`config.mk`:
```
export PLATFORM = sky130hd
export DESIGN_NAME = c_xbar_alloc
export DESIGN_NICKNAME = d
export VERILOG_FILES = /design/src/rtl/c_xbar_alloc_pkg.sv /design/src/rtl/c_interleave.sv /design/src/rtl/c_xbar_alloc_op.sv /design/src/rtl/c_xbar_alloc.sv
export SDC_FILE = /design/constraint.sdc
export NUM_CORES = 1
export LEC_CHECK = 0
export ABC_CLOCK_PERIOD_IN_PS = 4300
export CORE_MARGIN = 2
export CORE_UTILIZATION = 38
export CTS_CLUSTER_SIZE = 12
export DETAILED_ROUTE_END_ITERATION = 12
export DONT_BUFFER_PORTS = 1
export GPL_TIMING_DRIVEN = 0
export PLACE_DENSITY = 0.53
export SYNTH_ARGS = -nofsm -noshare
export SYNTH_HDL_FRONTEND = slang
export SYNTH_SLANG_ARGS = --single-unit
```
`constraint.sdc`:
```
create_clock -name clk -period 4.3 [get_ports clk]
set_clock_uncertainty 0.15 [all_clocks]
set_input_delay 0.43 -clock clk [delete_from_list [all_inputs] [get_ports clk]]
set_output_delay 0.43 -clock clk [all_outputs]
set_load 0.03 [all_outputs]
```
`src/rtl/c_xbar_alloc_pkg.sv`:
```
// Shared types and sizing helpers for the crossbar allocator.
// Latency: n/a (types only). Backpressure: n/a.
// Holds the per-output FSM state encoding and the watchdog counter width.
package c_xbar_alloc_pkg;

    typedef enum logic {
        ST_IDLE   = 1'b0,
        ST_LOCKED = 1'b1
    } op_state_t;

    function automatic int wdog_cnt_width(input int limit);
        return (limit < 1) ? 1 : $clog2(limit + 1);
    endfunction

    function automatic int idx_width(input int n);
        return (n < 2) ? 1 : $clog2(n);
    endfunction

endpackage

```
`src/rtl/c_interleave.sv`:
```
// Matrix transpose: regroups num_blocks blocks of width/num_blocks bits by bit position.
// Latency: combinational. Backpressure: none (pure wiring).
// Output bit i*num_blocks+j comes from input bit j*(width/num_blocks)+i.
module c_interleave #(
    parameter int width      = 2,
    parameter int num_blocks = 2
) (
    input  logic [0:width-1] data_in,
    output logic [0:width-1] data_out
);

    localparam int step = width / num_blocks;

    for (genvar i = 0; i < step; i++) begin : g_pos
        for (genvar j = 0; j < num_blocks; j++) begin : g_blk
            assign data_out[i*num_blocks+j] = data_in[j*step+i];
        end
    end

endmodule

```
`src/rtl/c_xbar_alloc_op.sv`:
```
// One output's allocator: round-robin lock FSM, grant register, optional watchdog (C_XBAR_ALLOC_WDOG_EN).
// Latency: grant 1 cycle after request; xfer combinational from registered state and current req/ready.
// Backpressure: ready low stalls the locked packet but never blocks arbitration.
module c_xbar_alloc_op
    import c_xbar_alloc_pkg::*;
#(
    parameter int num_in_ports = 5,
    parameter int wdog_limit   = 255
) (
    input  logic                    clk,
    input  logic                    reset_n,
    input  logic [0:num_in_ports-1] req_ip,
    input  logic [0:num_in_ports-1] tail_ip,
    input  logic                    ready,
    output logic [0:num_in_ports-1] gnt_ip,
    output logic                    xfer,
    output logic                    error
);

    localparam int PW = idx_width(num_in_ports);

    op_state_t               state_q, state_d;
    logic [0:num_in_ports-1] gnt_q, gnt_d;
    logic [PW-1:0]           ptr_q, ptr_d;
    logic [PW-1:0]           win;
    logic                    found;
    logic                    req_g;
    logic                    tail_g;
    int                      idx;

    assign req_g  = |(gnt_q & req_ip);
    assign tail_g = |(gnt_q & tail_ip);
    assign xfer   = (state_q == ST_LOCKED) && ready && req_g;
    assign gnt_ip = gnt_q;

    // Round-robin search starting at ptr_q, wrapping at num_in_ports.
    always_comb begin
        win   = ptr_q;
        found = 1'b0;
        idx   = 0;
        for (int i = 0; i < num_in_ports; i++) begin
            idx = int'(ptr_q) + i;
            if (idx >= num_in_ports) idx = idx - num_in_ports;
            if (!found && req_ip[idx]) begin
                win   = PW'(idx);
                found = 1'b1;
            end
        end
    end

    always_comb begin
        state_d = state_q;
        gnt_d   = gnt_q;
        ptr_d   = ptr_q;
        case (state_q)
            ST_IDLE: begin
                if (found) begin
                    state_d    = ST_LOCKED;
                    gnt_d      = '0;
                    gnt_d[win] = 1'b1;
                    ptr_d      = (int'(win) == num_in_ports - 1) ? '0 : win + PW'(1);
                end
            end
            default: begin
                // Tail transfer and requester abort both collapse to one release.
                if (!req_g || (xfer && tail_g)) begin
                    state_d = ST_IDLE;
                    gnt_d   = '0;
                end
            end
        endcase
    end

    always_ff @(posedge clk or negedge reset_n) begin
        if (!reset_n) begin
            state_q <= ST_IDLE;
            gnt_q   <= '0;
            ptr_q   <= '0;
        end else begin
            state_q <= state_d;
            gnt_q   <= gnt_d;
            ptr_q   <= ptr_d;
        end
    end

`ifdef C_XBAR_ALLOC_WDOG_EN
    localparam int            CW    = wdog_cnt_width(wdog_limit);
    localparam logic [CW-1:0] LIMIT = CW'(wdog_limit);

    logic [CW-1:0] cnt_q, cnt_d;
    logic          error_q, error_d;

    always_comb begin
        cnt_d = cnt_q;
        if (state_q != ST_LOCKED || state_d != ST_LOCKED || xfer) begin
            cnt_d = '0;
        end else if (!ready && cnt_q != LIMIT) begin
            cnt_d = cnt_q + CW'(1);
        end
        error_d = error_q | (cnt_d == LIMIT);
    end

    always_ff @(posedge clk or negedge reset_n) begin
        if (!reset_n) begin
            cnt_q   <= '0;
            error_q <= 1'b0;
        end else begin
            cnt_q   <= cnt_d;
            error_q <= error_d;
        end
    end

    assign error = error_q;
`else
    // Watchdog compiled out: the limit can never be negative, so the flag is constant low.
    assign error = (wdog_limit < 0);
`endif

endmodule

```
`src/rtl/c_xbar_alloc.sv`:
```
// Crossbar switch allocator: one independent lock FSM per output; watchdog gated by C_XBAR_ALLOC_WDOG_EN.
// Latency: gnt_ip_op registered, 1 cycle after request; xfer_op combinational.
// Backpressure: ready_op only gates xfer_op and holds the lock; arbitration ignores it.
module c_xbar_alloc
    import c_xbar_alloc_pkg::*;
#(
    parameter int num_in_ports  = 5,
    parameter int num_out_ports = 5,
    parameter int wdog_limit    = 255
) (
    input  logic                                  clk,
    input  logic                                  reset_n,
    input  logic [0:num_in_ports*num_out_ports-1] req_ip_op,
    input  logic [0:num_in_ports-1]               tail_ip,
    input  logic [0:num_out_ports-1]              ready_op,
    output logic [0:num_in_ports*num_out_ports-1] gnt_ip_op,
    output logic [0:num_out_ports-1]              xfer_op,
    output logic [0:num_out_ports-1]              error_op
);

    localparam int NW = num_in_ports * num_out_ports;

    logic [0:NW-1] req_op_ip;
    logic [0:NW-1] gnt_op_ip;

    // Requests arrive grouped by input; each output FSM wants its column.
    c_interleave #(
        .width      (NW),
        .num_blocks (num_in_ports)
    ) u_req_xpose (
        .data_in  (req_ip_op),
        .data_out (req_op_ip)
    );

    for (genvar op = 0; op < num_out_ports; op++) begin : g_op
        c_xbar_alloc_op #(
            .num_in_ports (num_in_ports),
            .wdog_limit   (wdog_limit)
        ) u_op (
            .clk     (clk),
            .reset_n (reset_n),
            .req_ip  (req_op_ip[op*num_in_ports +: num_in_ports]),
            .tail_ip (tail_ip),
            .ready   (ready_op[op]),
            .gnt_ip  (gnt_op_ip[op*num_in_ports +: num_in_ports]),
            .xfer    (xfer_op[op]),
            .error   (error_op[op])
        );
    end

    c_interleave #(
        .width      (NW),
        .num_blocks (num_out_ports)
    ) u_gnt_xpose (
        .data_in  (gnt_op_ip),
        .data_out (gnt_ip_op)
    );

endmodule

```
==> impl_metrics.ini, run 1 <==
[routing]
vias = 7882
ant_nets = 0
drt-total-wl_um = 24600
drtIter0Drc = 463
viasPerCell = 6.02
firstDrtPassIters = 7
wl_per_cell_um = 18.8
remaining_drc_errors = 0

[timing]
hold_viol = 0
final.min_clock_period_ns = 4.20
finalCritPeriodShare_pct = 97.7
max_slew_margin_pct = 32.2
fmax_mhz = 238
worst_pin_slew_ns = 1.01
setup_viol = 0
rsz0062_at_grt = yes
slew_violations = 0
hold_ws_ns = 0.319

[synthesis]
avgSynthCellArea_um2 = 7.80
synth-main-ff-cell = dfrtp_1
yosysTopAreaCellShare_pct = 14.6
ys_types = 104
syn_inst = 991
synth-warning-count = 0
synth_top_area_cell = dfrtp_1
synth-seq-area-share_pct = 14.6
synth-seq-cells = 45
synth_edf_count = 0
async_flop_share_pct = 100
syn_area_um2 = 7730
netlist_top_cells_area = dfrtp_1 (15%), ha_1 (8.4%), mux2i_1 (4.5%)

[global_routing]
antenna_found_initial = 0
grt_pass1_vias = 7581
grt_max_degree = 46
grt_use_total_pct = 22.1
grt_pass1_wl_um = 39800
grt_overflow = 0

[final_layout]
regArea_um2 = 1130
final_cell_mix = nand2_1 (90), nor2_1 (73), inv_1 (65)
layout_commonest_cell = nand2_1
multi_input_area_um2 = 6540
fillCellCount = 1983
drive_gt1_share_pct = 22.6
syn_to_final_growth_pct = 17.4
fin_area_um2 = 9070
diodes = 0
final_nets = 1133

[placement]
dp_hpwl_um = 18000
place_area_um2 = 8080
gp_congestion = 0.881
port_buffers = 0

[cts]
clock-sinks = 45
clk_pin_slew_ns = 0.07
clockRootBuffer = clkbuf_16
clock_path_buffers = 2
clk_latency_ns = 0.29
cts_max_level = 2
cts_tree = yes
cts_made_buffers = 5

[die]
design.core.area_um2 = 20100
top_level_ports = 72
fp.dieH_um = 147
floorplan.initialDensity_pct = 38.4
rows = 52
die_x_um = 147
die-area_um2 = 21500

[setup_path]
endpoint_kind = flop
path_max_fanout = 10
criticalPathCategory = flop to flop
cp_data_arrival_time_ns = 4.27
cp-start-kind = flop
worstPathRequired_ns = 4.37

[status]
status = finished, final reports clean

[hold_path]
timing.hold.worst.class = input port to flop

[flow_run]
cap_violations = 0
==> Yosys cell counts, drive strengths merged, types with 16 or more instances <==
library cell	instances
a211oi	21
a21oi	66
and2	17
buf	31
dfrtp	45
ha	52
inv	75
mux2i	35
nand2	92
nand2b	23
nand3	16
nor2	74
nor2b	19
nor3	19
o21ai	51
o22ai	16
or2	16
xnor2	17
==> layout make-up <==
class	instances	area share, %
inverter	76	3.39
clock inverter	3	0.290
sequential	45	12.5
timing repair buffer	39	3.47
clock buffer	5	1.38
tap	270	3.72
multi-input combinational	828	72.1
buffer	44	3.20
==> cells by family after synthesis <==
family | synth area share [%]
other cells | 0.0485
xor+xnor | 2.36
buf+inv | 6.98
fa+ha+maj | 9.72
mux | 9.83
simple gates | 24.1
compound gates | 32.4
flops | 14.6
==> routing by layer <==
metal / vias to the layer above / wire, µm / track usage (%)
li1: 3824 / - / -
met1: 3782 / 11000 / 30.3
met2: 240 / 11500 / 37.0
met3: 36 / 1590 / 3.22
met4: 0 / 515 / 4.95
met5: - / 0 / 0
==> through the flow <==
stage	TNS, ns	instances	setup WS [ns]	utilization (%)
after floorplan	0	995	0.122	-
after global placement	-6.66	1265	-0.786	40.2
after detailed placement	-5.38	1265	-0.730	40.2
after CTS	0	1283	0.00188	42.2
after global routing	-0.163	1310	-0.0764	45.1
final	0	1310	0.0989	45.1
==> worst max-delay path, stage by stage, from the launching register on <==
cell	delay [ns]
dfrtp_1	0.42
buf_6	0.16
buf_6	0.15
inv_4	0.13
ha_1	0.26
ha_4	0.26
a21oi_4	0.21
mux4_2	0.57
a21oi_4	0.21
o211ai_1	0.20
o311ai_1	0.31
o32a_1	0.27
inv_1	0.09
ha_1	0.21
or3_1	0.37
a31oi_1	0.16
==> state kept, by name, indices dropped and copies added, names as in the netlist <==
register           count
g_op.u_op.state_q      5
g_op.u_op.ptr_q       15
g_op.u_op.gnt_ip      25
==> timing repair <==
item	CTS	global route
resized for setup	45	87
pin swaps	10	19
setup buffers	9	28
hold endpoints to repair	45	0
hold buffers	2	0
setup endpoints to repair	26	21
==> path summary, 6_finish.rpt <==
check / start / to / slack (ns) / cells past startpoint
worst max-delay path: g_op[2].u_op.ptr_q[0] / g_op[2].u_op.ptr_q[2] / 0.1 / 15
worst min-delay path: ready_op[0] / g_op[0].u_op.state_q / 0.32 / 4
worst max register to register: g_op[2].u_op.ptr_q[0] / g_op[2].u_op.ptr_q[2] / 0.1 / 15
worst min register to register: g_op[1].u_op.state_q / g_op[1].u_op.state_q / 0.38 / 1
max in group asynchronous: reset_n / g_op[1].u_op.ptr_q[1] / 3.27 / 2
min in group asynchronous: reset_n / g_op[2].u_op.gnt_ip[4] / 0.48 / 2
Power of run 1 is left out: the tool's default activity adds up to more than one toggle a clock period on the data nets, which glitch-free logic cannot reach.
==> inputs of run 2 (changes only) <==
--- a/config.mk
+++ b/config.mk
@@ -5,14 +5,14 @@
 export SDC_FILE = /design/constraint.sdc
 export NUM_CORES = 1
 export LEC_CHECK = 0
-export ABC_CLOCK_PERIOD_IN_PS = 4300
 export CORE_MARGIN = 2
 export CORE_UTILIZATION = 38
+export CTS_CLUSTER_DIAMETER = 80
 export CTS_CLUSTER_SIZE = 12
 export DETAILED_ROUTE_END_ITERATION = 12
 export DONT_BUFFER_PORTS = 1
 export GPL_TIMING_DRIVEN = 0
-export PLACE_DENSITY = 0.53
+export PLACE_DENSITY = 0.54
 export SYNTH_ARGS = -nofsm -noshare
 export SYNTH_HDL_FRONTEND = slang
 export SYNTH_SLANG_ARGS = --single-unit
==> run 2 against run 1 <==
Effect of this change: first-iteration DRC count increased by 9.5%; via count down 2.0%; cell count shrank 0.99%; fmax grew 1.2%; global-route usage is 0.61 points lower; routed wire length shrank 2.9%; register-to-register slack better by 0.05 ns; worst hold slack gained 0.0041 ns; flip-flop and latch count did not move; sequential share of layout area increased by 0.31 points; clock-buffer cell count is the same; highest routed layer unchanged.
==> impl_metrics.ini, run 2 (synthesis results as in run 1) <==
[status]
status = finished, final reports clean

[timing]
rsz0062_at_grt = yes
setup_tns_ns = 0
max_slew_margin_pct = 31.9
final.min_clock_period_ns = 4.15
setup_viol = 0
finalCritPeriodShare_pct = 96.6
hold_viol = 0
worst_pin_slew_ns = 1.01
fmax_mhz = 241
slew_violations = 0

[routing]
remaining_drc_errors = 0
wl_per_cell_um = 18.4
firstDrtPassIters = 5
ant_nets = 0
drtIter0Drc = 507
vias = 7727
viasPerCell = 5.96
drt-total-wl_um = 23900

[global_routing]
grt_overflow = 0
grt_use_total_pct = 21.5
grt_pass1_vias = 7399
grt_pass1_wl_um = 38600
antenna_found_initial = 0
grt_max_degree = 46

[placement]
gp_congestion = 0.921
dp.cells = 1265
place_area_um2 = 8080
port_buffers = 0
dp_hpwl_um = 17700

[cts]
clock_path_buffers = 2
clockRootBuffer = clkbuf_16
clk_latency_ns = 0.28
clk_pin_slew_ns = 0.07
cts_made_buffers = 5
cts_max_level = 2
clock-sinks = 45
cts_tree = yes

[setup_path]
criticalPathCategory = flop to flop
rrSetupSlack_ns = 0.15
path_max_fanout = 10
r2r-start = g_op[3].u_op.ptr_q[0]
reg2reg_to = g_op[3].u_op.ptr_q[2]
cp_data_arrival_time_ns = 4.21
reg2regPathDepth = 16
endpoint_kind = flop
cp-start-kind = flop
worstPathRequired_ns = 4.36

[hold_path]
worstHoldStart = ready_op[4]
hold_depth = 4
whs_endpoint = g_op[4].u_op.state_q
timing.hold.worst.class = input port to flop

[final_layout]
final_cell_mix = nand2_1 (90), nor2_1 (72), inv_1 (65)
drive_gt1_share_pct = 20.6
largest_register_ffs = 25
final_nets = 1120
final_util_pct = 44.1
syn_to_final_growth_pct = 14.7
layout_commonest_cell = nand2_1
fillCellCount = 1977
diodes = 0
instances_no_fill = 1297
fin_area_um2 = 8860

[die]
die-area_um2 = 21500
top_level_ports = 72
floorplan.initialDensity_pct = 38.4
design.core.area_um2 = 20100
die_x_um = 147
rows = 52
fp.dieH_um = 147

[flow_run]
cap_violations = 0
## run 2: cell types whose count changed in the layout (fill, tap and decap cells not counted), sizes merged
| cell | delta |
|---|---|
| buf | -11 |
| inv | +1 |
| clkinv | -2 |
| clkinvlp | +1 |
| clkbuf | -2 |
## run 2: final cells by class
class,instances,area [µm²],area share [%]
Timing Repair Buffer,28,233,2.63
Multi-Input combinational cell,828,6430,72.5
Inverter,76,304,3.43
Sequential cell,45,1130,12.8
Buffer,42,275,3.11
Clock buffer,5,125,1.41
Tap cell,270,338,3.81
Clock inverter,3,28.8,0.325
## run 2: repair_timing
action / 4_1_cts / 5_1_grt
pin swaps: 7 / 10
buffers inserted: 11 / 15
hold buffers: 2 / 0
setup endpoints to repair: 23 / 26
resized for setup: 36 / 73
hold endpoints to repair: 45 / 0
## run 2: metrics by stage
step,worst slack (ns),hold slack (ns)
floorplan,0.122,-0.0156
global placement,-0.834,-0.0145
detailed placement,-0.826,-0.0146
CTS,-0.0248,0.322
global route,-0.0458,0.340
finish,0.147,0.323
## run 2: per-layer routing
| metal | routed length, µm | up-vias | GRT usage (%) |
|---|---|---|---|
| met5 | 0 | - | 0 |
| met4 | 586 | 0 | 5.63 |
| met3 | 1580 | 35 | 3.56 |
| met2 | 11100 | 262 | 35.2 |
| met1 | 10600 | 3636 | 29.5 |
| li1 | - | 3794 | - |
## run 2: worst max path at each step
stage	slack (ns)	cells past startpoint	endpoint	from
floorplan	0.12	16	g_op[1].u_op.ptr_q[2]	g_op[1].u_op.ptr_q[1]
global placement	-0.83	16	g_op[1].u_op.ptr_q[2]	g_op[1].u_op.ptr_q[1]
detailed placement	-0.83	16	g_op[1].u_op.ptr_q[2]	g_op[1].u_op.ptr_q[1]
CTS	-0.02	17	g_op[1].u_op.ptr_q[2]	g_op[1].u_op.ptr_q[0]
global route	-0.05	17	g_op[1].u_op.ptr_q[2]	g_op[1].u_op.ptr_q[0]
finish	0.15	16	g_op[3].u_op.ptr_q[2]	g_op[3].u_op.ptr_q[0]
## run 2: worst max-delay path, cell delays in order, from the launching register on
cell	delay [ns]
dfrtp_1	0.42
buf_4	0.20
buf_6	0.16
inv_6	0.09
ha_1	0.17
inv_1	0.06
fa_2	0.43
or3_4	0.41
and2_2	0.24
mux2i_4	0.28
a2111oi_2	0.11
o32ai_1	0.36
a32oi_2	0.12
buf_4	0.17
ha_1	0.18
or3_1	0.37
a31oi_1	0.16
Power of run 2 is left out for the same reason.
==> inputs of run 3 (changes only) <==
--- a/config.mk
+++ b/config.mk
@@ -13,6 +13,7 @@
 export DONT_BUFFER_PORTS = 1
 export GPL_TIMING_DRIVEN = 0
 export PLACE_DENSITY = 0.54
+export SLEW_MARGIN = 5
 export SYNTH_ARGS = -nofsm -noshare
 export SYNTH_HDL_FRONTEND = slang
 export SYNTH_SLANG_ARGS = --single-unit
==> results of run 3 <==
Same layout as run 2: the final DEF is identical, and so are final timing and power.
Power of run 3 is left out for the same reason.
